[config.mk]
export PLATFORM = sky130hd
export DESIGN_NAME = mem_stage_flat
export DESIGN_NICKNAME = d
export VERILOG_FILES = /design/src/rtl/mem_stage_if.sv /design/src/rtl/mem_stage.sv /design/src/flat_wrapper.sv
export SDC_FILE = /design/constraint.sdc
export NUM_CORES = 1
export LEC_CHECK = 0
export ABC_CLOCK_PERIOD_IN_PS = 2200
export BUFFER_PORTS_ARGS = -buffer_cell sky130_fd_sc_hd__buf_2
export CAP_MARGIN = 30
export CORE_AREA = 2 2 167 169
export CTS_CLUSTER_SIZE = 12
export DETAILED_ROUTE_END_ITERATION = 6
export DIE_AREA = 0 0 169 171
export GPL_ROUTABILITY_DRIVEN = 0
export SETUP_SLACK_MARGIN = 0.3
export SLEW_MARGIN = 20
export SYNTH_ARGS = -nofsm -noshare
export SYNTH_HDL_FRONTEND = slang
export SYNTH_SLANG_ARGS = --single-unit
[constraint.sdc]
create_clock -name clk -period 2.2 [get_ports clk]
set_clock_uncertainty 0.2 [all_clocks]
set_input_delay 0.33 -clock clk [delete_from_list [all_inputs] [get_ports clk]]
set_output_delay 0.33 -clock clk [all_outputs]
set_load 0.005 [all_outputs]
[src/rtl/mem_stage_if.sv]
// EX->MEM / MEM->WB / MEM->ID bus bundle for the memory stage.
// The master side is the surrounding pipeline (EX, SRAM, stall controller);
// the slave side is mem_stage itself.
interface mem_stage_if;
    logic [5:0]  stall;
    logic [79:0] ex_to_mem_bus;
    logic [65:0] ex_to_mem_1;
    logic [31:0] data_sram_rdata;
    logic [69:0] mem_to_wb_bus;
    logic [65:0] mem_to_wb_1;
    logic [37:0] mem_to_id_bus;
    logic [65:0] mem_to_id_2;

    modport master (
        output stall, ex_to_mem_bus, ex_to_mem_1, data_sram_rdata,
        input  mem_to_wb_bus, mem_to_wb_1, mem_to_id_bus, mem_to_id_2
    );

    modport slave (
        input  stall, ex_to_mem_bus, ex_to_mem_1, data_sram_rdata,
        output mem_to_wb_bus, mem_to_wb_1, mem_to_id_bus, mem_to_id_2
    );
endinterface

[src/rtl/mem_stage.sv]
// MIPS pipeline MEM stage: registers the EX result and HI/LO request,
// extracts/extends load data from the synchronous data SRAM and keeps that
// data alive while WB is stalled (the SRAM address may move underneath us).
module mem_stage (
    input  logic        clk,
    input  logic        rst,
    mem_stage_if.slave  bus
);
    localparam logic       STOP    = 1'b1;
    localparam logic [3:0] RD_LW   = 4'b1111;
    localparam logic [3:0] RD_LB   = 4'b0001;
    localparam logic [3:0] RD_LBU  = 4'b0010;
    localparam logic [3:0] RD_LH   = 4'b0011;
    localparam logic [3:0] RD_LHU  = 4'b0100;

    logic [79:0] ex_bus_q, ex_bus_d;
    logic [65:0] hilo_q, hilo_d;
    logic [31:0] rdata_hold_q, rdata_hold_d;
    logic        hold_valid_q, hold_valid_d;

    logic        stall_mem, stall_wb, bubble, advance;
    logic [31:0] mem_pc;
    logic        data_ram_en;
    logic [3:0]  data_ram_wen;
    logic        sel_rf_res;
    logic        rf_we;
    logic [4:0]  rf_waddr;
    logic [31:0] ex_result;
    logic [3:0]  data_ram_read;
    logic        is_load;
    logic [31:0] rdata_eff;
    logic [7:0]  byte_sel;
    logic [15:0] half_sel;
    logic [31:0] load_data;
    logic [31:0] rf_wdata;
    logic        unused_stall_bits;

    assign stall_mem = (bus.stall[3] == STOP);
    assign stall_wb  = (bus.stall[4] == STOP);
    assign bubble    = stall_mem && !stall_wb;
    // Any cycle where this stage's register changes (capture or bubble) ends
    // the current occupant's life in MEM, so its held data must go too.
    assign advance   = !stall_mem || bubble;

    // Only stall bits 3 and 4 concern this stage.
    assign unused_stall_bits = ^{bus.stall[5], bus.stall[2:0]};

    assign mem_pc        = ex_bus_q[79:48];
    assign data_ram_en   = ex_bus_q[47];
    assign data_ram_wen  = ex_bus_q[46:43];
    assign sel_rf_res    = ex_bus_q[42];
    assign rf_we         = ex_bus_q[41];
    assign rf_waddr      = ex_bus_q[40:36];
    assign ex_result     = ex_bus_q[35:4];
    assign data_ram_read = ex_bus_q[3:0];
    assign is_load       = data_ram_en && (data_ram_wen == 4'b0000);

    // Next state of the pipeline register and the SRAM read-data hold.
    always_comb begin
        ex_bus_d     = ex_bus_q;
        hilo_d       = hilo_q;
        rdata_hold_d = rdata_hold_q;
        hold_valid_d = hold_valid_q;

        if (bubble) begin
            ex_bus_d = '0;
            hilo_d   = '0;
        end else if (!stall_mem) begin
            ex_bus_d = bus.ex_to_mem_bus;
            hilo_d   = bus.ex_to_mem_1;
        end

        if (advance) begin
            hold_valid_d = 1'b0;
        end else if (is_load && stall_wb && !hold_valid_q) begin
            rdata_hold_d = bus.data_sram_rdata;
            hold_valid_d = 1'b1;
        end
    end

    // State registers with synchronous reset.
    always_ff @(posedge clk) begin
        if (rst) begin
            ex_bus_q     <= '0;
            hilo_q       <= '0;
            rdata_hold_q <= '0;
            hold_valid_q <= 1'b0;
        end else begin
            ex_bus_q     <= ex_bus_d;
            hilo_q       <= hilo_d;
            rdata_hold_q <= rdata_hold_d;
            hold_valid_q <= hold_valid_d;
        end
    end

    // Lane selection and extension of the load data; misalignment is ignored.
    always_comb begin
        rdata_eff = hold_valid_q ? rdata_hold_q : bus.data_sram_rdata;

        case (ex_result[1:0])
            2'd0:    byte_sel = rdata_eff[7:0];
            2'd1:    byte_sel = rdata_eff[15:8];
            2'd2:    byte_sel = rdata_eff[23:16];
            default: byte_sel = rdata_eff[31:24];
        endcase

        half_sel = ex_result[1] ? rdata_eff[31:16] : rdata_eff[15:0];

        case (data_ram_read)
            RD_LW:   load_data = rdata_eff;
            RD_LB:   load_data = {{24{byte_sel[7]}}, byte_sel};
            RD_LBU:  load_data = {24'd0, byte_sel};
            RD_LH:   load_data = {{16{half_sel[15]}}, half_sel};
            RD_LHU:  load_data = {16'd0, half_sel};
            default: load_data = 32'd0;
        endcase

        rf_wdata = sel_rf_res ? load_data : ex_result;
    end

    assign bus.mem_to_wb_bus = {mem_pc, rf_we, rf_waddr, rf_wdata};
    assign bus.mem_to_id_bus = {rf_we, rf_waddr, rf_wdata};
    assign bus.mem_to_wb_1   = hilo_q;
    assign bus.mem_to_id_2   = hilo_q;
endmodule
[src/flat_wrapper.sv]
// flat-port wrapper written by rule: the top's interface ports become plain ports
module mem_stage_flat 
  (clk, rst, bus_stall, bus_ex_to_mem_bus, bus_ex_to_mem_1, bus_data_sram_rdata, bus_mem_to_wb_bus, bus_mem_to_wb_1, bus_mem_to_id_bus, bus_mem_to_id_2);
  mem_stage_if bus_i ();
  input  logic clk;
  input  logic rst;
  input wire logic [$bits(bus_i.stall)-1:0] bus_stall;
  input wire logic [$bits(bus_i.ex_to_mem_bus)-1:0] bus_ex_to_mem_bus;
  input wire logic [$bits(bus_i.ex_to_mem_1)-1:0] bus_ex_to_mem_1;
  input wire logic [$bits(bus_i.data_sram_rdata)-1:0] bus_data_sram_rdata;
  output wire logic [$bits(bus_i.mem_to_wb_bus)-1:0] bus_mem_to_wb_bus;
  output wire logic [$bits(bus_i.mem_to_wb_1)-1:0] bus_mem_to_wb_1;
  output wire logic [$bits(bus_i.mem_to_id_bus)-1:0] bus_mem_to_id_bus;
  output wire logic [$bits(bus_i.mem_to_id_2)-1:0] bus_mem_to_id_2;
  assign bus_i.stall = bus_stall;
  assign bus_i.ex_to_mem_bus = bus_ex_to_mem_bus;
  assign bus_i.ex_to_mem_1 = bus_ex_to_mem_1;
  assign bus_i.data_sram_rdata = bus_data_sram_rdata;
  assign bus_mem_to_wb_bus = bus_i.mem_to_wb_bus;
  assign bus_mem_to_wb_1 = bus_i.mem_to_wb_1;
  assign bus_mem_to_id_bus = bus_i.mem_to_id_bus;
  assign bus_mem_to_id_2 = bus_i.mem_to_id_2;
  mem_stage u_core (.clk(clk), .rst(rst), .bus(bus_i));
endmodule
=== Word level (Yosys, flattened, before mapping) ===
Index checks and enable logic that the tools add are counted.

* Register bits: 179
* Memories: 0
* Bits in writable memories: 0
* Output and inout bits: 240
* Bits in read-only memories: 0
* Bits in latches: 0
* Input port bits: 186

* Reduce and logical (&&, ||, !) cells: 13
* Multiply operators: 0
* Shift-type cells: 0
* Add/sub/neg operators: 0
* Divide/modulo/power cells: 0
* $lt $le $gt $ge: 0
* Equal/unequal tests: 7
* Bitwise operators: 1
* Mux-type cells: 5

{| class="wikitable"
|+ Operators by type and width
! operator !! count
|-
| $pmux W32 S5 || 1
|-
| $mux W32 || 2
|-
| $pmux W8 S3 || 1
|-
| $mux W16 || 1
|-
| $eq A4 B2 Y1 const B || 2
|-
| $eq A4 B1 Y1 const B || 1
|-
| $eq A4 B3 Y1 const B || 1
|-
| $eq A4 B4 Y1 const B || 1
|-
| $logic_and A1 B1 Y1 || 4
|-
| $logic_not A4 Y1 || 1
|-
| $reduce_or A2 Y1 || 2
|-
| $logic_not A1 Y1 || 3
|-
| $eq A2 B1 Y1 const B || 1
|-
| $eq A2 B2 Y1 const B || 1
|-
| $logic_not A2 Y1 || 1
|-
| $reduce_and A2 Y1 || 1
|-
| $logic_or A1 B1 Y1 || 1
|-
| $not A1 Y1 || 1
|}

=== Longest topological paths before layout ===
Gate-level depths: netlist of run 1.

* Depth in word-level cells: 5
* Depth in mapped cells: 8
* Mapped depth without buffers: 5

=== Worst setup path before layout of run 1 ===
OpenSTA, ideal clock, no wires.

* Kind: register -> output
* Start: register u_core.ex_bus_q[5]
* End: output bus_mem_to_wb_bus[23]
* Path slack: -0.032 ns
* Data required time: 1.670 ns
* Stages on the path, launching flop included: 8
* Arrival time: 1.702 ns
* Cells stage by stage: dfxtp_1 > buf_6 > mux2_4 > o31ai_2 > a21oi_1 > buf_6 > a221o_1 > buf_4

* Longest elaborated chain between the ends: 4
* Elaborated cells between the ends (all ways): 7
* Classes of those cells: 2 x eq/ne; 4 x mux; 1 x reduce/logical

{| class="wikitable"
|+ Ends and longest elaborated chain
! item !! line !! RTL
|-
| start, declared || mem_stage.sv:16 || <nowiki>logic [79:0] ex_bus_q, ex_bus_d;</nowiki>
|-
| start signal, assigned || mem_stage.sv:89 || <nowiki>ex_bus_q <= ex_bus_d;</nowiki>
|-
| $eq A2 B2 Y1, or another cell as far along || mem_stage.sv:100 || <nowiki>case (ex_result[1:0])</nowiki>
|-
| $pmux W8 S3 || mem_stage.sv:100 ||
|-
| $pmux W32 S5 (*) || mem_stage.sv:109 || <nowiki>case (data_ram_read)</nowiki>
|-
| $mux W32 (*) || mem_stage.sv:118 || <nowiki>rf_wdata = sel_rf_res ? load_data : ex_result;</nowiki>
|-
| end, declared || flat_wrapper.sv:11 || <nowiki>output wire logic [$bits(bus_i.mem_to_wb_bus)-1:0] bus_mem_to_wb_bus;</nowiki>
|}

Every way passes the cells marked *; elsewhere a longest branch is shown, timed or not.

=== Final worst setup path of run 1 ===
* Start: register u_core.ex_bus_q[5]
* End: output bus_mem_to_wb_bus[11]

Same word-level chain as after synthesis.

==> results of run 1 <==
power breakdown:
part           total [uW]  switching (uW)  internal [uW]  leakage [uW]
clock network        3170            1600           1570      0.000294
logic                1530             675            853       0.00483
registers            3480             105           3380       0.00147
state kept, by name (all words and copies together) (netlist names):
name	flops
u_core.ex_bus_q	80
u_core.bus.mem_to_id_2	66
u_core.rdata_hold_q	32
u_core.hold_valid_q	1
layout by cell type, fill, tap and decap left out, types with 3 or more instances in the layout:
| cell type | count |
|---|---|
| inv_1 | 4 |
| o2bb2ai_2 | 3 |
| buf_6 | 17 |
| dfxtp_1 | 172 |
| inv_6 | 4 |
| nand2_1 | 83 |
| nor3_1 | 9 |
| clkinv_8 | 3 |
| dlygate4sd3_1 | 171 |
| buf_2 | 413 |
| a21oi_1 | 43 |
| dfxtp_4 | 4 |
| nand3_1 | 3 |
| a32oi_2 | 4 |
| clkbuf_16 | 18 |
| buf_12 | 11 |
| mux2_2 | 18 |
| buf_4 | 68 |
| o2bb2ai_1 | 4 |
| nand4_1 | 3 |
| a221o_1 | 9 |
| mux4_2 | 8 |
| nor2_1 | 157 |
| o221ai_4 | 5 |
| mux2i_1 | 161 |
| dfxtp_2 | 3 |
| inv_8 | 5 |
| a221oi_2 | 4 |
| nand3_2 | 3 |
| a221oi_1 | 3 |
worst max path at each step:
stage                     slack, ns                    end               start
after global routing          -0.78  bus_mem_to_id_bus[10]  u_core.ex_bus_q[5]
final                         -0.64  bus_mem_to_wb_bus[11]  u_core.ex_bus_q[5]
after floorplan                0.04  bus_mem_to_wb_bus[25]  u_core.ex_bus_q[5]
after CTS                     -0.64  bus_mem_to_wb_bus[14]  u_core.ex_bus_q[5]
after detailed placement      -0.28   bus_mem_to_id_bus[9]  u_core.ex_bus_q[5]
after global placement        -0.30   bus_mem_to_wb_bus[9]  u_core.ex_bus_q[5]
critical path, stage by stage, from the launching register on:
cell       delay, ns
dfxtp_4         0.37
mux4_2          0.41
nor2_4          0.06
nor4b_4         0.44
buf_4           0.22
a221oi_1        0.05
o2bb2ai_1       0.19
buf_2           0.15
per-stage QoR:
stage	instance area [um2]	cells
5_1_grt	13700	1808
4_1_cts	13400	1795
3_5_place_dp	10700	1585
3_3_place_gp	10700	1585
2_1_floorplan	8910	950
6_report	13700	1808
metal layers:
metal	vias up	global-route usage, %	wire length [um]
met5	-	0	22
met4	4	5.95	675
met3	39	4.65	1960
met2	325	35.5	15500
met1	4018	24.0	12500
li1	4100	-	-
kinds of logic (layout without fill, tap and decap cells):
group / Yosys count / in the layout
xor+xnor: 1 / 1
fa+ha+maj: 1 / 1
other cells: 0 / 1
buf+inv: 212 / 723
mux: 189 / 189
simple gates: 276 / 276
compound gates: 92 / 92
flops: 179 / 179
cell type report:
cell class              count  area, um2  share of cell area [%]
diodes                      1       2.50                  0.0183
clock buffers              18        439                    3.21
clock inverters            14        158                    1.15
inverters                   6       22.5                   0.165
multi-input cells         559       4210                    30.8
flip-flops and latches    179       3600                    26.4
well taps                 346        433                    3.17
repair buffers            685       4800                    35.1
repair_timing:
item | 4_1_cts | 5_1_grt
hold buffers | 171 | 0
gates cloned | 2 | 1
endpoints found under the hold margin | 171 | 0
setup endpoints to repair | 97 | 65
resized for setup | 66 | 34
buffers inserted | 5 | 11
pin swaps | 15 | 9
==> metrics.csv, run 1 <==
metric;value;unit
clk root buf;clkbuf_16;
Syn Nets;1136;
Starting Density;32.2;%
most frequent cell after synthesis;dfxtp_1;
Worst Setup Start Kind;flop;
Top-Level Pins;426;
Post-synth EDFFs;0;
flop2flop setup slack;0.35;ns
gr ovfl total;0;
GR Util All Layers;20.0;%
IO buf count;421;
clk buf depth;2;
Yosys warning count;0;
leading area contributor after synthesis;dfxtp_1;
WL/cell;17.0;um
area share of fa/ha/maj cells after synthesis;0.114;%
Routed Antenna Nets;0;
failing checks;setup timing;
Synth top area share;40.7;%
Main synth FF type;dfxtp_1;
Final min period;2.84;ns
drt via density;4.69;
CP required;1.67;ns
initial antenna violation count;2;
Compound-Gate Fraction of Synth Area;7.28;%
Reg2Reg Capture Point;u_core.rdata_hold_q[12];
Max Clk Rate;352;MHz
post-route clock period utilization;129;%
Vert. Die Dim;171;um
Layout Nets;1634;
Max Cap Viol;0;
setup TNS;-33.55;ns
vias in the first global route;8015;
status;complete, but fails checks;
final setup vio count;64;
Setup crit end kind;output port;
Area contributors post-synth;dfxtp_1, mux2i_1, buf_4, nor2_1, nand2_1;
largest net degree at the start of global routing;86;
unrepaired setup endpoints after global routing;true;
post-synthesis mux area share;23.2;%
clock sinks;179;
Syn Inst Count;950;
DP Worst Slack;-0.278;ns
final core area utilization;50.0;%
min-delay src;bus_stall[4];
Num CTS Buffers;17;
Layout area overhead;55.2;%
width of the chip;169;um
Synth Cell Area;8800;um2
final hold vios;0;
Leak;0.00659;uW
first-pass GRT wire length;44.8;mm
reg2reg path depth;7;
Tot Pwr;8180;uW
main combinational cell family by area after synthesis;multiplexers;
setup ws final;-0.644;ns
routed wire length;30.7;mm
die area;28900;um2
DRC;0;
Cell variety after synth;45;
Synth Area in XOR/XNOR;0.0995;%
detailed router's first-iteration violation count;415;
sequential-to-total area share from yosys stat;40.7;%
crit path DAT;2.31;ns
P per Cell Area;599;nW/um2
asr flop ratio synth;0;%
Hold Slack;0.0768;ns
FF-to-FF Start;u_core.hold_valid_q;
crit path kind;flop to output port;
dpl hpwl;20.6;mm
DRT Pass-1 Iters;5;
peak supply drop;445;uV
hold crit path type;primary input to flop;
actual slew at the worst max-slew pin;0.410;ns
H-tree Lvls;4;
Slew HR;72.5;%
simple-gate share of the synthesized area;12.8;%
fillers;2508;
CTS tree;done;
crit path max fanout;5;
Mapped Avg Cell Area;9.27;um2
Pins Over Slew Limit;0;
core box area;27300;um2
post-synthesis sequential element count;179;
Core Rows;61;
synth cell count leaders;dfxtp_1, mux2i_1, nor2_1;
clk_lat worst skew;0.43;ns
Hold Path End;u_core.hold_valid_q;
layout cells sized above 1;43.1;%
Worst Hold Depth;3;
Clk pin slew, worst setup/hold paths;0.09;ns
vias;8486;
Note: power is estimated with default switching activity, not from simulation.
==> run 2, diff against run 1 <==
--- a/config.mk
+++ b/config.mk
@@ -5,13 +5,14 @@
 export SDC_FILE = /design/constraint.sdc
 export NUM_CORES = 1
 export LEC_CHECK = 0
+export ABC_AREA = 1
 export ABC_CLOCK_PERIOD_IN_PS = 2200
 export BUFFER_PORTS_ARGS = -buffer_cell sky130_fd_sc_hd__buf_2
 export CAP_MARGIN = 30
-export CORE_AREA = 2 2 167 169
+export CORE_AREA = 2 2 166 168
 export CTS_CLUSTER_SIZE = 12
 export DETAILED_ROUTE_END_ITERATION = 6
-export DIE_AREA = 0 0 169 171
+export DIE_AREA = 0 0 168 170
 export GPL_ROUTABILITY_DRIVEN = 0
 export SETUP_SLACK_MARGIN = 0.3
 export SLEW_MARGIN = 20
==> run 2 against run 1 <==
Effect of this change: the run still ends with setup timing left; worst hold slack got worse by 0.059 ns; maximum frequency increased by 17%; register-to-register slack gained 0.08 ns; critical path depth increased by 3; area after synthesis is 0.53% lower; synthesized cell count grew 37%; sequential power about the same; first-iteration DRC count rose by 73%; routed wire length grew 6.2%; power fell by 1.0%; final cell count up 16%.
==> metrics.csv, run 2 <==
metric;value;unit;change
CP required;1.67;ns;about the same
Synth top area share;40.9;%;+0.22 points
number of flip-flops in the largest register;80;;unchanged
die area;28600;um2;-1.2%
Pins Over Slew Limit;0;;unchanged
leading area contributor after synthesis;dfxtp_1;;
setup TNS;-12.75;ns;+20.79 ns
Mapped Avg Cell Area;6.74;um2;-27%
setup ws final;-0.237;ns;+0.407 ns
dpl hpwl;21.3;mm;+3.5%
Layout Nets;1917;;+17%
Top reg by flops;u_core.ex_bus_q;;
Worst Setup Start Kind;flop;;
routed wire length;32.6;mm;+6.2%
clk buf depth;2;;unchanged
CTS tree;done;;
most frequent cell after synthesis;nand2_1;;
drt via density;4.66;;-0.63%
failing checks;setup timing;;
Vert. Die Dim;170;um;-0.58%
Area contributors post-synth;dfxtp_1, nand2_1, buf_4, a21oi_1, nor2_1;;
crit path DAT;1.91;ns;-0.40 ns
Synth Cell Area;8760;um2;-0.53%
GR Util All Layers;21.7;%;+1.7 points
detailed router's first-iteration violation count;717;;+73%
crit path kind;flop to output port;;
vias in the first global route;9178;;+15%
hold crit path type;primary input to flop;;
DRT Pass-1 Iters;5;;unchanged
largest net degree at the start of global routing;147;;+71%
Syn Inst Count;1299;;+37%
Top-Level Pins;426;;unchanged
synth cell count leaders;nand2_1, dfxtp_1, a21oi_1;;
Yosys warning count;0;;unchanged
Starting Density;32.9;%;+0.64 points
Syn Nets;1485;;+31%
final hold vios;0;;unchanged
reg2reg path depth;8;;+1
most frequent cells in the layout;nand2_1, buf_2, dlygate4sd3_1;;
Num CTS Buffers;17;;unchanged
IO buf count;421;;unchanged
Final min period;2.44;ns;-0.407 ns
Clk pin slew, worst setup/hold paths;0.08;ns;about the same
WL/cell;15.6;um;-8.1%
crit path max fanout;6;;+1
final setup vio count;64;;unchanged
final core area utilization;49.7;%;-0.34 points
area occupied by multi-input gates;4170;um2;-0.86%
Cell variety after synth;22;;-51%
Max Clk Rate;410;MHz;+17%
unrepaired setup endpoints after global routing;true;;
post-route clock period utilization;111;%;-18 points
Main synth FF type;dfxtp_1;;
P per Cell Area;611;nW/um2;+2.1%
Core Rows;60;;-1.6%
first-pass GRT wire length;48.7;mm;+8.8%
Setup crit end kind;output port;;
clock sinks;179;;unchanged
H-tree Lvls;4;;unchanged
sequential-to-total area share from yosys stat;40.9;%;+0.22 points
peak supply drop;456;uV;+2.3%
Leak;0.00661;uW;+0.21%
vias;9748;;+15%
core box area;26700;um2;-2.5%
actual slew at the worst max-slew pin;0.707;ns;+0.297 ns
Routed Antenna Nets;0;;unchanged
Max Cap Viol;0;;unchanged
Tot Pwr;8090;uW;-1.0%
Post-synth EDFFs;0;;unchanged
fillers;2642;;+5.3%
DRC;0;;unchanged
width of the chip;168;um;-0.59%
asr flop ratio synth;0;%;unchanged
clk_lat worst skew;0.44;ns;about the same
Slew HR;52.8;%;-20 points
clk root buf;clkbuf_16;;
gr ovfl total;0;;unchanged
commonest non-fill, non-tap cell in the layout;nand2_1;;
Layout area overhead;51.1;%;
FF/Latch Area;3600;um2;-0.10%
initial antenna violation count;3;;+1
layout cells sized above 1;36.4;%;-6.7 points
status;complete, but fails checks;;
Worst Hold Depth;3;;unchanged
post-synthesis sequential element count;179;;unchanged
run 2: final cells by class:
| cell class | instances | area share (%) |
|---|---|---|
| Timing Repair Buffer | 629 | 32.5 |
| Sequential cell | 179 | 27.2 |
| Multi-Input combinational cell | 882 | 31.5 |
| Tap cell | 341 | 3.22 |
| Inverter | 22 | 0.662 |
| Clock inverter | 15 | 1.63 |
| Antenna cell | 5 | 0.0945 |
| Clock buffer | 17 | 3.21 |
run 2: timing repair:
action,4_1_cts,5_1_grt
endpoints found under the hold margin,176,0
pin swaps,32,24
hold buffers,176,0
cloned,4,1
resized for setup,133,69
setup endpoints to repair,64,176
setup buffers,2,3
run 2: worst max-delay path: stages (launching register included):
cell     delay (ns)
dfxtp_4        0.40
buf_6          0.15
nand2_4        0.06
nand3_2        0.07
nand2_2        0.08
nand2_4        0.15
nand3_4        0.16
nand3_2        0.14
nand2_2        0.06
nand2_2        0.09
buf_6          0.11
run 2: where the power goes:
| group | internal [uW] | leakage [uW] | switching [uW] |
|---|---|---|---|
| combinational | 668 | 0.00483 | 681 |
| sequential | 3370 | 0.00147 | 87.5 |
| clock | 1670 | 0.000308 | 1620 |
run 2: worst paths after layout:
path	slack, ns	startpoint	end
max	-0.24	u_core.hold_valid_q	bus_mem_to_id_bus[9]
max reg2reg	0.43	u_core.hold_valid_q	u_core.rdata_hold_q[19]
min reg2reg	0.26	u_core.ex_bus_q[79]	u_core.ex_bus_q[79]
min	0.02	bus_data_sram_rdata[18]	u_core.rdata_hold_q[18]
run 2: logic make-up (layout without fill, tap and decap cells):
kind of cell,Yosys count,in the layout,synth area share (%)
compound gates,196,196,11.2
buf+inv,242,683,17.4
flops,179,179,40.9
other cells,0,5,0
simple gates,682,686,30.5
run 2: routing by layer:
| layer | global-route usage [%] | up-vias | wire, um |
|---|---|---|---|
| met5 | 0 | - | 0 |
| met3 | 4.88 | 41 | 2020 |
| met1 | 26.0 | 4520 | 13200 |
| met2 | 38.3 | 373 | 16600 |
| li1 | - | 4814 | - |
| met4 | 7.45 | 0 | 789 |
run 2: through the flow:
step	hold WS (ns)	setup slack, ns	std cells	area [um2]
finish	0.0177	-0.237	2090	13200
global route	0.0195	-0.335	2088	13200
CTS	0.00395	-0.222	2081	13000
detailed placement	0.252	0.0112	1867	10100
global placement	0.241	0.0344	1867	10100
floorplan	0.202	0.342	1299	8760
